$ cat src/rtl/lfsr_draw_arbiter.sv
// Round-robin arbiter sharing one 8-bit LFSR among N_REQ clients; each winner
// receives one fresh 3-bit draw after STEPS_PER_DRAW LFSR shifts.
module lfsr_draw_arbiter #(
  parameter int N_REQ          = 4,
  parameter int STEPS_PER_DRAW = 1
) (
  input  logic             clk,
  input  logic             rst,
  input  logic [N_REQ-1:0] req,
  output logic [N_REQ-1:0] gnt,
  output logic             rnd_valid,
  output logic [2:0]       rnd_data,
  input  logic             seed_req,
  input  logic [7:0]       seed_val,
  output logic             seed_done,
  output logic             busy,
  output logic             lfsr_load,
  output logic             lfsr_en,
  output logic [7:0]       lfsr_seed,
  input  logic [2:0]       lfsr_rout,
  output logic [1:0]       state_dbg
);

  localparam int PTR_W = $clog2(N_REQ);
  localparam logic [3:0] LAST_STEP = 4'(STEPS_PER_DRAW - 1);
  localparam logic [PTR_W-1:0] PTR_RST = PTR_W'(N_REQ - 1);

  typedef enum logic [1:0] {
    IDLE    = 2'd0,
    LOAD    = 2'd1,
    STEP    = 2'd2,
    DELIVER = 2'd3
  } state_t;

  state_t           state, state_nxt;
  logic [PTR_W-1:0] ptr;
  logic [PTR_W-1:0] winner;
  logic [PTR_W-1:0] pick;
  logic             pick_vld;
  logic [3:0]       step_cnt;
  logic [7:0]       seed_q;

  // Rotating priority scan: the client just after the last winner goes first.
  always_comb begin : scan
    int               idx;
    logic [PTR_W-1:0] cand;
    idx      = 0;
    cand     = '0;
    pick     = '0;
    pick_vld = 1'b0;
    for (int k = 1; k <= N_REQ; k++) begin
      idx = int'(ptr) + k;
      if (idx >= N_REQ) idx = idx - N_REQ;
      cand = PTR_W'(idx);
      if (!pick_vld && req[cand]) begin
        pick_vld = 1'b1;
        pick     = cand;
      end
    end
  end

  always_ff @(posedge clk or posedge rst) begin
    if (rst) state <= IDLE;
    else     state <= state_nxt;
  end

  // Seed requests take precedence over pending draws whenever IDLE is reached.
  always_comb begin
    state_nxt = state;
    case (state)
      IDLE: begin
        if (seed_req)      state_nxt = LOAD;
        else if (pick_vld) state_nxt = STEP;
      end
      LOAD:    state_nxt = IDLE;
      STEP:    if (step_cnt == LAST_STEP) state_nxt = DELIVER;
      DELIVER: state_nxt = IDLE;
      default: state_nxt = IDLE;
    endcase
  end

  always_ff @(posedge clk or posedge rst) begin
    if (rst) begin
      ptr      <= PTR_RST;
      winner   <= '0;
      step_cnt <= '0;
      seed_q   <= '0;
    end else begin
      case (state)
        IDLE: begin
          if (seed_req) begin
            seed_q <= seed_val;
          end else if (pick_vld) begin
            winner   <= pick;
            step_cnt <= '0;
          end
        end
        STEP:    step_cnt <= step_cnt + 4'd1;
        DELIVER: ptr <= winner;
        default: ;
      endcase
    end
  end

  // All control outputs decode the state register only, so load and en are
  // mutually exclusive by construction.
  assign lfsr_load = (state == LOAD);
  assign seed_done = (state == LOAD);
  assign lfsr_en   = (state == STEP);
  assign rnd_valid = (state == DELIVER);
  assign busy      = (state != IDLE);
  assign lfsr_seed = seed_q;
  assign rnd_data  = rnd_valid ? lfsr_rout : 3'b000;
  assign state_dbg = state;

  always_comb begin
    gnt = '0;
    if (rnd_valid) gnt[winner] = 1'b1;
  end

endmodule

$ cat config.mk
export PLATFORM = sky130hd
export DESIGN_NAME = lfsr_draw_arbiter
export DESIGN_NICKNAME = d
export VERILOG_FILES = /design/src/rtl/lfsr_draw_arbiter.sv
export SDC_FILE = /design/constraint.sdc
export NUM_CORES = 1
export LEC_CHECK = 0
export ABC_AREA = 1
export CORE_MARGIN = 2
export CORE_UTILIZATION = 40
export CTS_BUF_LIST = sky130_fd_sc_hd__clkbuf_4
export DETAILED_ROUTE_END_ITERATION = 12
export PLACE_DENSITY = 0.7
export SLEW_MARGIN = 20
export SYNTH_ARGS = -nofsm -noshare
export SYNTH_HDL_FRONTEND = slang
export SYNTH_SLANG_ARGS = --single-unit
export TNS_END_PERCENT = 5
$ cat constraint.sdc
create_clock -name clk -period 2.1 [get_ports clk]
set_clock_uncertainty 0.05 [all_clocks]
set_input_delay 0.63 -clock clk [delete_from_list [all_inputs] [get_ports clk]]
set_output_delay 0.63 -clock clk [all_outputs]
set_load 0.05 [all_outputs]
# After elaboration in Yosys (flattened, before gate mapping)
# Index checks and enable logic that the tools add are counted.
# classes
eq_ne	7
reduce_logical	16
mux	31
n_addsub	9
magnitude_cmp	10
bitwise	1
# op_table
operator	n
$mux W2	11
$lt A2 B3 Y1 const B	5
$mux W4	3
$ge A3 B3 Y1 const B	3
$mux W1	9
$bmux W1 S2	4
$pmux W4 S2	1
$sub A2 B1 Y2 const B	4
$add A2 B2 Y3 const B	2
$pmux W2 S3	1
$reduce_and A3 Y1	2
$add A2 B3 Y4 const B	1
$add A4 B1 Y4 const B	1
$eq A2 B2 Y1 const B	2
$ge A4 B3 Y1 const B	1
$logic_and A1 B1 Y1	4
$logic_not A4 Y1	1
$ne A2 B2 Y1 const B	2
$reduce_and A2 Y1	2
$reduce_bool A2 Y1	2
$add A2 B1 Y3 const B	1
$logic_not A1 Y1	3
$mux W3	1
$ne A3 B3 Y1 const B	1
7 further kinds	7
# totals
regBits	18
wordCells	79
output_inout_bits	22
in_bits	18

# Logic depth before layout (Yosys ltp)
# Gate-level depths: netlist of run 1.
# logic_depth
word_depth	18
ltp_mapped	12
ltp_nobuf	11

# Worst setup path before layout of run 1
# OpenSTA, ideal clock, no wires.
# synth_path
path_kind	reg-to-output
from	reg state[1] (netlist: state_dbg[1])
to	out gnt[1]
arrival_time_ps	2107
n_path_buf	0
path_stages_with_launch	5
path_slack_ps	-687
t_required_ps	1420
cell_sequence	dfrtp_1 nand2_1 inv_1 nand2_1 nor2_1
# synth_between
elab_chain_cells	2
# synth_lines
item	line_no	text
from (decl)	35	state_t state, state_nxt;
from (signal assigned)	64	else state <= state_nxt;
$eq A2 B2 Y1	110	assign rnd_valid = (state == DELIVER);
via rnd_valid	11	output logic rnd_valid,
$mux W4	118	if (rnd_valid) gnt[winner] = 1'b1;
to (decl)	10	output logic [N_REQ-1:0] gnt,
# The timed path passes the listed nets, and every way through them passes these cells.

# Final worst setup path of run 1
# layout_path
from	in lfsr_rout[2]
to	out rnd_data[2]
# layout_between
elab_chain_cells	1
# layout_lines
item	line_no	text
from (decl)	20	input logic [2:0] lfsr_rout,
$mux W3	113	assign rnd_data = rnd_valid ? lfsr_rout : 3'b000;
to (decl)	12	output logic [2:0] rnd_data,
# No other way between the ends.

==> summary.txt, run 1 <==
Status
  – Outcome: completed

Detailed routing
  – Detailed Route Iter0 Violations: 76
  – Via/cell ratio: 4.895
  – # DRC: 0
  – Vias after detailed routing: 1165
  – Routed Antenna Nets: 0
  – Routed wire length: 2808 um
  – First-pass DRT Iterations: 4
  – Avg WL per Cell: 11.80 um

STA
  – RSZ-0062 raised after global routing: true
  – Setup violators final: 0
  – Max Fclk: 0.4807 GHz
  – Final Hold Fails: 0
  – Final-report max-slew violation count: 0
  – Final min period: 2.080 ns
  – Slew HR: 80.76%
  – Hold slack final: 0.4292 ns
  – Slew @ Worst Pin: 0.2857 ns
  – Final Cycle Share: 99.06%

Logic synthesis
  – Syn nets: 184
  – Dominant cell by count in the synthesized netlist: nand2_1
  – Synth top area share: 36.28%
  – Cell area after synthesis: 1104 um^2
  – Seq/Total Area, Yosys: 41.04%
  – Gate Count Post-Synth: 164
  – Synth warn: 0
  – Synth area leader: dfrtp_1
  – Area contributors post-synth: dfrtp_1 36%, nand2_1 24%, inv_1 8.2%, dfstp_2 4.8%, nand3_1 4.5%
  – Netlist cell types: 22
  – Synth top cells by count: 72 x nand2_1, 24 x inv_1, 16 x dfrtp_1
  – Most common flop cell mapped by yosys: dfrtp_1
  – Syn avg cell area: 6.729 um^2
  – Ys async rst share: 100.0%
  – Synth Register Bits: 18
  – EDFF count, synth: 0

Power and ir drop
  – Leakage: 0.0009049 uW
  – Comb power frac: 68.0%
  – Pwr dens: 1645 nW/um^2
  – Sequential power share: 25.4%
  – P_sw: 1538 uW
  – Sw frac: 54.54%
  – Clock share of power: 6.6%
  – Max IR drop VDD: 1.154 mV
  – Design internal power: 1282 uW
  – Tot Pwr: 2819 uW

Worst setup path
  – Critical Path RT: 1.42 ns
  – CP max stage delay: 0.45 ns
  – Critical path buffers and inverters: 3
  – CP startpoint kind: input port
  – Worst setup path class: in -> out
  – Arrival @ worst endpoint: 1.40 ns
  – Worst reg-to-reg setup slack: 0.39 ns
  – CP Capture Type: output pin
  – Crit path max-delay family: buffers and inverters
  – Crit-path max FO: 1
  – Crit-path slowest cell: clkdlybuf4s50_1
  – CP cell instances: clkdlybuf4s50_1, inv_1, nor2_2, buf_12

CTS
  – Bufs on Longest Clock Path: 2
  – Hold buffers post-CTS: 0
  – TritonCTS clock tree: yes
  – Setup Buffers After CTS: 0
  – Root buffer cell: clkbuf_4
  – CTS sink count: 18
  – H-tree Lvls: 1
  – CTS buffer count: 3
  – Clock Latency Late Sink: 0.29 ns
  – Reg clk slew, reported paths: 0.09 ns

Die
  – Die area: 3195 um^2
  – Die H: 56.53 um
  – Die W: 56.53 um
  – CORE AREA: 2686 um^2
  – Io pins: 40
  – Starting Density: 41.08%
  – Rows: 19

Layout
  – Core Util, Final: 63.81%
  – # diodes: 0
  – FILL cells: 245
  – Share of cells above drive strength 1: 27.54%
  – Post-layout net count: 228
  – Area delta synth->final: 55.33%

Placed design
  – Final Wtd Congestion: 0.8906
  – Number of port buffers: 39
  – DP Wirelength: 2156 um

Global routing
  – Gr ovfl total: 0
  – Top Usage Layer GRT: met2
  – Met2 usage: 36.38%
  – Vias in the first global route: 1181
  – Global-route usage over all layers: 19.45%
  – First-pass GRT wire length: 4912 um
  – Largest net degree at the start of global routing: 19
  – Met3 usage: 3.226%
  – Met1 usage: 21.88%
  – Antenna violations before repair: 0

Run
  – Max-cap viol count: 0

Hold path
  – Worst hold path type: reg -> reg
-- cell type report --
| class | count | area (um^2) | share of cell area, % |
|---|---|---|---|
| well taps | 31 | 38.79 | 2.263 |
| flip-flops and latches | 18 | 455.4 | 26.57 |
| inverters | 27 | 107.6 | 6.277 |
| repair buffers | 41 | 490.5 | 28.61 |
| multi-input cells | 117 | 591.8 | 34.53 |
| clock buffers | 4 | 30.03 | 1.752 |
-- registers in the layout (all words and copies together), names as in the netlist --
| register | count |
|---|---|
| lfsr_seed | 8 |
| state_dbg | 2 |
| winner | 2 |
| ptr | 2 |
| step_cnt | 4 |
-- power by group through the flow --
stage | clock, uW | combinational (uW) | sequential (uW)
after floorplan | 0 | 989 | 962
after global placement | 0 | 1850 | 688
after detailed placement | 0 | 1890 | 694
after CTS | 193 | 1910 | 697
after global routing | 210 | 2070 | 738
final | 187 | 1920 | 715
-- metal layers --
| layer | part of all wire [%] | up-vias |
|---|---|---|
| li1 | - | 582 |
| met1 | 39 | 549 |
| met2 | 56 | 28 |
| met3 | 4.0 | 6 |
| met4 | 1.2 | 0 |
| met5 | 0 | - |
-- cells by family (layout without fill, tap and decap cells) --
kind of cell             count (synthesis)  count (layout)  synth area share [%]
flip-flops                              18              18                 41.04
AO/OA/AOI/OAI                            8               8                 3.627
XOR/XNOR                                 1               1                0.7938
AND/OR/NAND/NOR                        106             106                 41.16
adder cells (fa/ha/maj)                  2               2                 2.267
buffers and inverters                   29              72                 11.11
-- cell usage in the layout, fill, tap and decap left out, drive strengths merged --
cell	n
inv	26
nand2	78
nand4	2
buf	24
nor3	2
dfrtp	16
nor2	13
ha	2
xor2	1
dfstp	2
clkinvlp	1
clkdlybuf4s50	16
o21ai	7
clkbuf	4
a21oi	1
dlymetal6s2s	1
nand3	11
-- through the flow --
step	TNS (ns)	cell area [um^2]	std cells	worst slack (ns)
floorplan	0	1142	164	0.01164
global placement	-0.1062	1650	234	-0.03808
detailed placement	-0.4363	1650	234	-0.06218
CTS	-0.002308	1693	238	-0.002308
global route	-0.03133	1714	238	-0.02748
finish	0	1714	238	0.01966
-- worst min-delay path, stage by stage (launching register included) --
cell     delay (ns)
dfrtp_1        0.35
nand2_1        0.05
nand2_1        0.05
-- worst paths after layout --
check | cells past startpoint | start | endpoint
min reg2reg | 2 | lfsr_seed[3] | lfsr_seed[3]
min | 2 | lfsr_seed[3] | lfsr_seed[3]
max in group asynchronous | 3 | rst | ptr[1]
max | 4 | lfsr_rout[2] | rnd_data[2]
min in group asynchronous | 3 | rst | winner[1]
max reg2reg | 9 | ptr[0] | winner[0]
-- repair_timing --
item,in CTS,in global routing
resized for setup,4,6
endpoints found under the setup margin,5,6
pin swaps,2,2
No activity file was read; power rests on OpenSTA's default activity.
==> inputs of run 2 (changes only) <==
--- a/config.mk
+++ b/config.mk
@@ -5,12 +5,12 @@
 export SDC_FILE = /design/constraint.sdc
 export NUM_CORES = 1
 export LEC_CHECK = 0
-export ABC_AREA = 1
+export ABC_AREA = 0
 export CORE_MARGIN = 2
 export CORE_UTILIZATION = 40
 export CTS_BUF_LIST = sky130_fd_sc_hd__clkbuf_4
 export DETAILED_ROUTE_END_ITERATION = 12
-export PLACE_DENSITY = 0.7
+export PLACE_DENSITY = 0.73
 export SLEW_MARGIN = 20
 export SYNTH_ARGS = -nofsm -noshare
 export SYNTH_HDL_FRONTEND = slang
==> run 2 against run 1 <==
Against the previous run:
- flip-flop and latch count is the same
- combinational power shrank 15%
- clock power shrank 9%
- global-route usage shrank 2.9 points
- first-iteration DRC count shrank 79%
- via count shrank 29%
- count of clock-buffer cells in the layout shrank 1
- synthesized cell count shrank 43%
- sequential power shrank 2%
- maximum frequency grew 0.16%
- utilization grew 7.6 points
- critical path type unchanged
==> summary.txt, run 2 <==
Status
  – Outcome: completed (unchanged)

Detailed routing
  – Vias after detailed routing: 832 (was 1165)
  – Routed Antenna Nets: 0 (unchanged)
  – Avg WL per Cell: 12.79 um (was 11.80 um)
  – Highest Signal Layer: met3 (was met4)
  – Routed wire length: 2148 um (was 2808 um)
  – Via/cell ratio: 4.952 (was 4.895)
  – First-pass DRT Iterations: 4 (unchanged)
  – # DRC: 0 (unchanged)
  – Detailed Route Iter0 Violations: 16 (was 76)
  – Met3 routed WL: 72 um (was 113 um)
  – Met2 wire length: 1138 um (was 1571 um)
  – M1 wire length: 937 um (was 1089 um)

STA
  – Slew @ Worst Pin: 0.3579 ns (was 0.2857 ns)
  – Final Hold Fails: 0 (unchanged)
  – Max Fclk: 0.4815 GHz (was 0.4807 GHz)
  – Final Cycle Share: 98.91% (was 99.06%)
  – Slew HR: 76.12% (was 80.76%)
  – Setup violators final: 0 (unchanged)
  – Final min period: 2.077 ns (was 2.080 ns)
  – Hold slack final: 0.4392 ns (was 0.4292 ns)
  – Final-report max-slew violation count: 0 (unchanged)
  – RSZ-0062 raised after global routing: true (unchanged)

Worst setup path
  – CP cell instances: clkdlybuf4s50_1, and3_4, buf_12 (was clkdlybuf4s50_1, inv_1, nor2_2, buf_12)
  – R2R Path End: lfsr_seed[7] (was winner[0])
  – Arrival @ worst endpoint: 1.40 ns (about the same)
  – Crit-path max FO: 1 (unchanged)
  – Crit-path slowest cell: clkdlybuf4s50_1 (unchanged)
  – Worst reg-to-reg setup slack: 0.48 ns (was 0.39 ns)
  – CP startpoint kind: input port (unchanged)
  – Critical Path RT: 1.42 ns (about the same)
  – CP endpoint: rnd_data[1] (was rnd_data[2])
  – CP startpoint: lfsr_rout[1] (was lfsr_rout[2])
  – CP max stage delay: 0.46 ns (was 0.45 ns)
  – CP Capture Type: output pin (unchanged)
  – Worst setup path class: in -> out (unchanged)
  – Cells on worst reg2reg path: 5 (was 9)
  – Reg2Reg Launch Point: state_dbg[1] (was ptr[0])

Power and ir drop
  – Sequential power share: 27.9% (was 25.4%)
  – Max IR drop VDD: 1.230 mV (was 1.154 mV)
  – Pwr dens: 1591 nW/um^2 (was 1645 nW/um^2)
  – Sw frac: 48.95% (was 54.54%)
  – Leakage: 0.0007149 uW (was 0.0009049 uW)
  – Comb power frac: 65.4% (was 68.0%)
  – P_sw: 1230 uW (was 1538 uW)
  – Clock share of power: 6.8% (was 6.6%)
  – Design internal power: 1283 uW (was 1282 uW)

CTS
  – Clock Latency Late Sink: 0.29 ns (about the same)
  – Root buffer cell: clkbuf_4 (unchanged)
  – Reg clk slew, reported paths: 0.10 ns (was 0.09 ns)
  – Hold buffers post-CTS: 0 (unchanged)
  – CTS buffer count: 3 (unchanged)
  – CTS sink count: 18 (unchanged)
  – TritonCTS clock tree: yes (unchanged)
  – H-tree Lvls: 1 (unchanged)
  – Bufs on Longest Clock Path: 2 (unchanged)

Run
  – Max-cap viol count: 0 (unchanged)

Logic synthesis
  – Synth warn: 0 (unchanged)
  – Syn avg cell area: 10.12 um^2 (was 6.729 um^2)
  – Cell area after synthesis: 940.9 um^2 (was 1104 um^2)
  – Netlist cell types: 29 (was 22)
  – Synth top area share: 42.55% (was 36.28%)
  – Dominant cell by count in the synthesized netlist: dfrtp_1 (was nand2_1)
  – Synth area leader: dfrtp_1 (unchanged)
  – EDFF count, synth: 0 (unchanged)
  – Synth top cells by count: 16 x dfrtp_1, 11 x nand2_1, 10 x inv_1 (was 72 x nand2_1, 24 x inv_1, 16 x dfrtp_1)
  – Gate Count Post-Synth: 93 (was 164)
  – Area contributors post-synth: dfrtp_1 43%, mux2_2 9.6%, dfstp_2 5.6%, nand2_1 4.4%, inv_1 4.0% (was dfrtp_1 36%, nand2_1 24%, inv_1 8.2%, dfstp_2 4.8%, nand3_1 4.5%)
  – Most common flop cell mapped by yosys: dfrtp_1 (unchanged)
  – Synth Register Bits: 18 (unchanged)
  – Seq/Total Area, Yosys: 48.14% (was 41.04%)
  – Syn nets: 113 (was 184)
  – Ys async rst share: 100.0% (unchanged)

Placed design
  – Number of port buffers: 39 (unchanged)
  – DP Wirelength: 1699 um (was 2156 um)
  – Final Wtd Congestion: 0.6846 (was 0.8906)
  – Placed instance count: 162 (was 234)

Layout
  – Final cell count without fillers: 168 (was 238)
  – Most frequent cells in the layout: 16 x buf_4, 15 x clkdlybuf4s50_1, 14 x dfrtp_1 (was 70 x nand2_1, 21 x inv_1, 16 x clkdlybuf4s50_1)
  – FILL cells: 172 (was 245)
  – Share of cells above drive strength 1: 42.86% (was 27.54%)
  – Area delta synth->final: 67.82% (was 55.33%)
  – Max FFs per register: 8 (unchanged)
  – Commonest non-fill, non-tap cell in the layout: buf_4 (was nand2_1)
  – # diodes: 0 (unchanged)
  – Post-layout net count: 161 (was 228)

Die
  – Die H: 52.50 um (was 56.53 um)
  – Rows: 17 (was 19)
  – Starting Density: 42.53% (was 41.08%)
  – Die W: 52.50 um (was 56.53 um)
  – CORE AREA: 2212 um^2 (was 2686 um^2)
  – Die area: 2756 um^2 (was 3195 um^2)
  – Io pins: 40 (unchanged)

Global routing
  – Antenna violations before repair: 0 (unchanged)
  – First-pass GRT wire length: 3415 um (was 4912 um)
  – Gr ovfl total: 0 (unchanged)
  – Largest net degree at the start of global routing: 11 (was 19)
  – Vias in the first global route: 794 (was 1181)
  – Global-route usage over all layers: 16.56% (was 19.45%)

Hold path
  – Worst hold path type: reg -> reg (unchanged)
[run 2: cell types whose count changed in the layout (fill, tap and decap cells not counted), moves of 3 or more]
cell	before	now
nor2_2	4	1
nand3_1	10	3
mux2_2	0	8
buf_4	13	16
o21ai_0	6	3
inv_1	21	8
nand2_1	70	9
inv_2	4	1
nand2_2	5	1
a21oi_1	1	4
nand2b_1	0	3
and3_4	0	4
nor2_4	4	1
o221ai_1	0	3
[run 2: worst max-delay path, delay by kind of cell]
kind	cells	cell delay, ns
buffers and inverters	2	0.59
and+or+nand+nor	1	0.18
[run 2: logic make-up after synthesis]
logic type	Yosys count	synth area share, %
XOR/XNOR	1	0.9310
flip-flops	18	48.14
multiplexers	9	10.64
adder cells (fa/ha/maj)	2	2.659
buffers and inverters	12	5.585
AO/OA/AOI/OAI	16	12.24
AND/OR/NAND/NOR	35	19.81
[run 2: routing by layer]
layer  GRT usage [%]  vias to the layer above
li1                -                      417
met1           18.97                      394
met2           30.83                       21
met3           3.714                        0
met4           3.846                        0
met5               0                        -
[run 2: layout make-up]
type / instances / area [um^2] / area share, %
timing repair buffer: 45 / 535.5 / 33.91
multi-input combinational: 63 / 485.5 / 30.74
sequential: 18 / 455.4 / 28.84
inverter: 10 / 41.29 / 2.615
tap: 28 / 35.03 / 2.219
clock buffer: 3 / 22.52 / 1.426
clock inverter: 1 / 3.754 / 0.2377
[run 2: worst min path at each step]
stage | cells after the start | end | slack [ns] | start
finish | 1 | step_cnt[3] | 0.44 | step_cnt[3]
global route | 1 | step_cnt[3] | 0.45 | step_cnt[3]
CTS | 1 | step_cnt[3] | 0.44 | step_cnt[3]
detailed placement | 1 | step_cnt[3] | 0.42 | step_cnt[3]
global placement | 1 | step_cnt[3] | 0.42 | step_cnt[3]
floorplan | 1 | step_cnt[3] | 0.40 | step_cnt[3]
[run 2: per-stage QoR]
step	util (%)	area (um^2)	setup slack [ns]	total power (uW)	TNS, ns
after floorplan	-	983.4	0.03877	1728	0
after global placement	68.67	1519	0.01179	2282	0
after detailed placement	68.67	1519	-0.01425	2314	-0.01489
after CTS	70.87	1568	0.004227	2529	0
after global routing	71.38	1579	-0.02543	2653	-0.02543
final	71.38	1579	0.02296	2513	0
[run 2: what timing repair did]
action                                 CTS  global route
pin swaps                                1             2
resized for setup                        2             5
endpoints found under the hold margin    0             0
setup endpoints to repair                4             6
setup buffers                            2             0
[run 2: power by group through the flow]
stage | sequential, uW | combinational [uW] | clock, uW
after global placement | 709 | 1570 | 0
after detailed placement | 723 | 1590 | 0
final | 700 | 1640 | 170
after global routing | 724 | 1740 | 193
after CTS | 698 | 1650 | 183
after floorplan | 1020 | 713 | 0
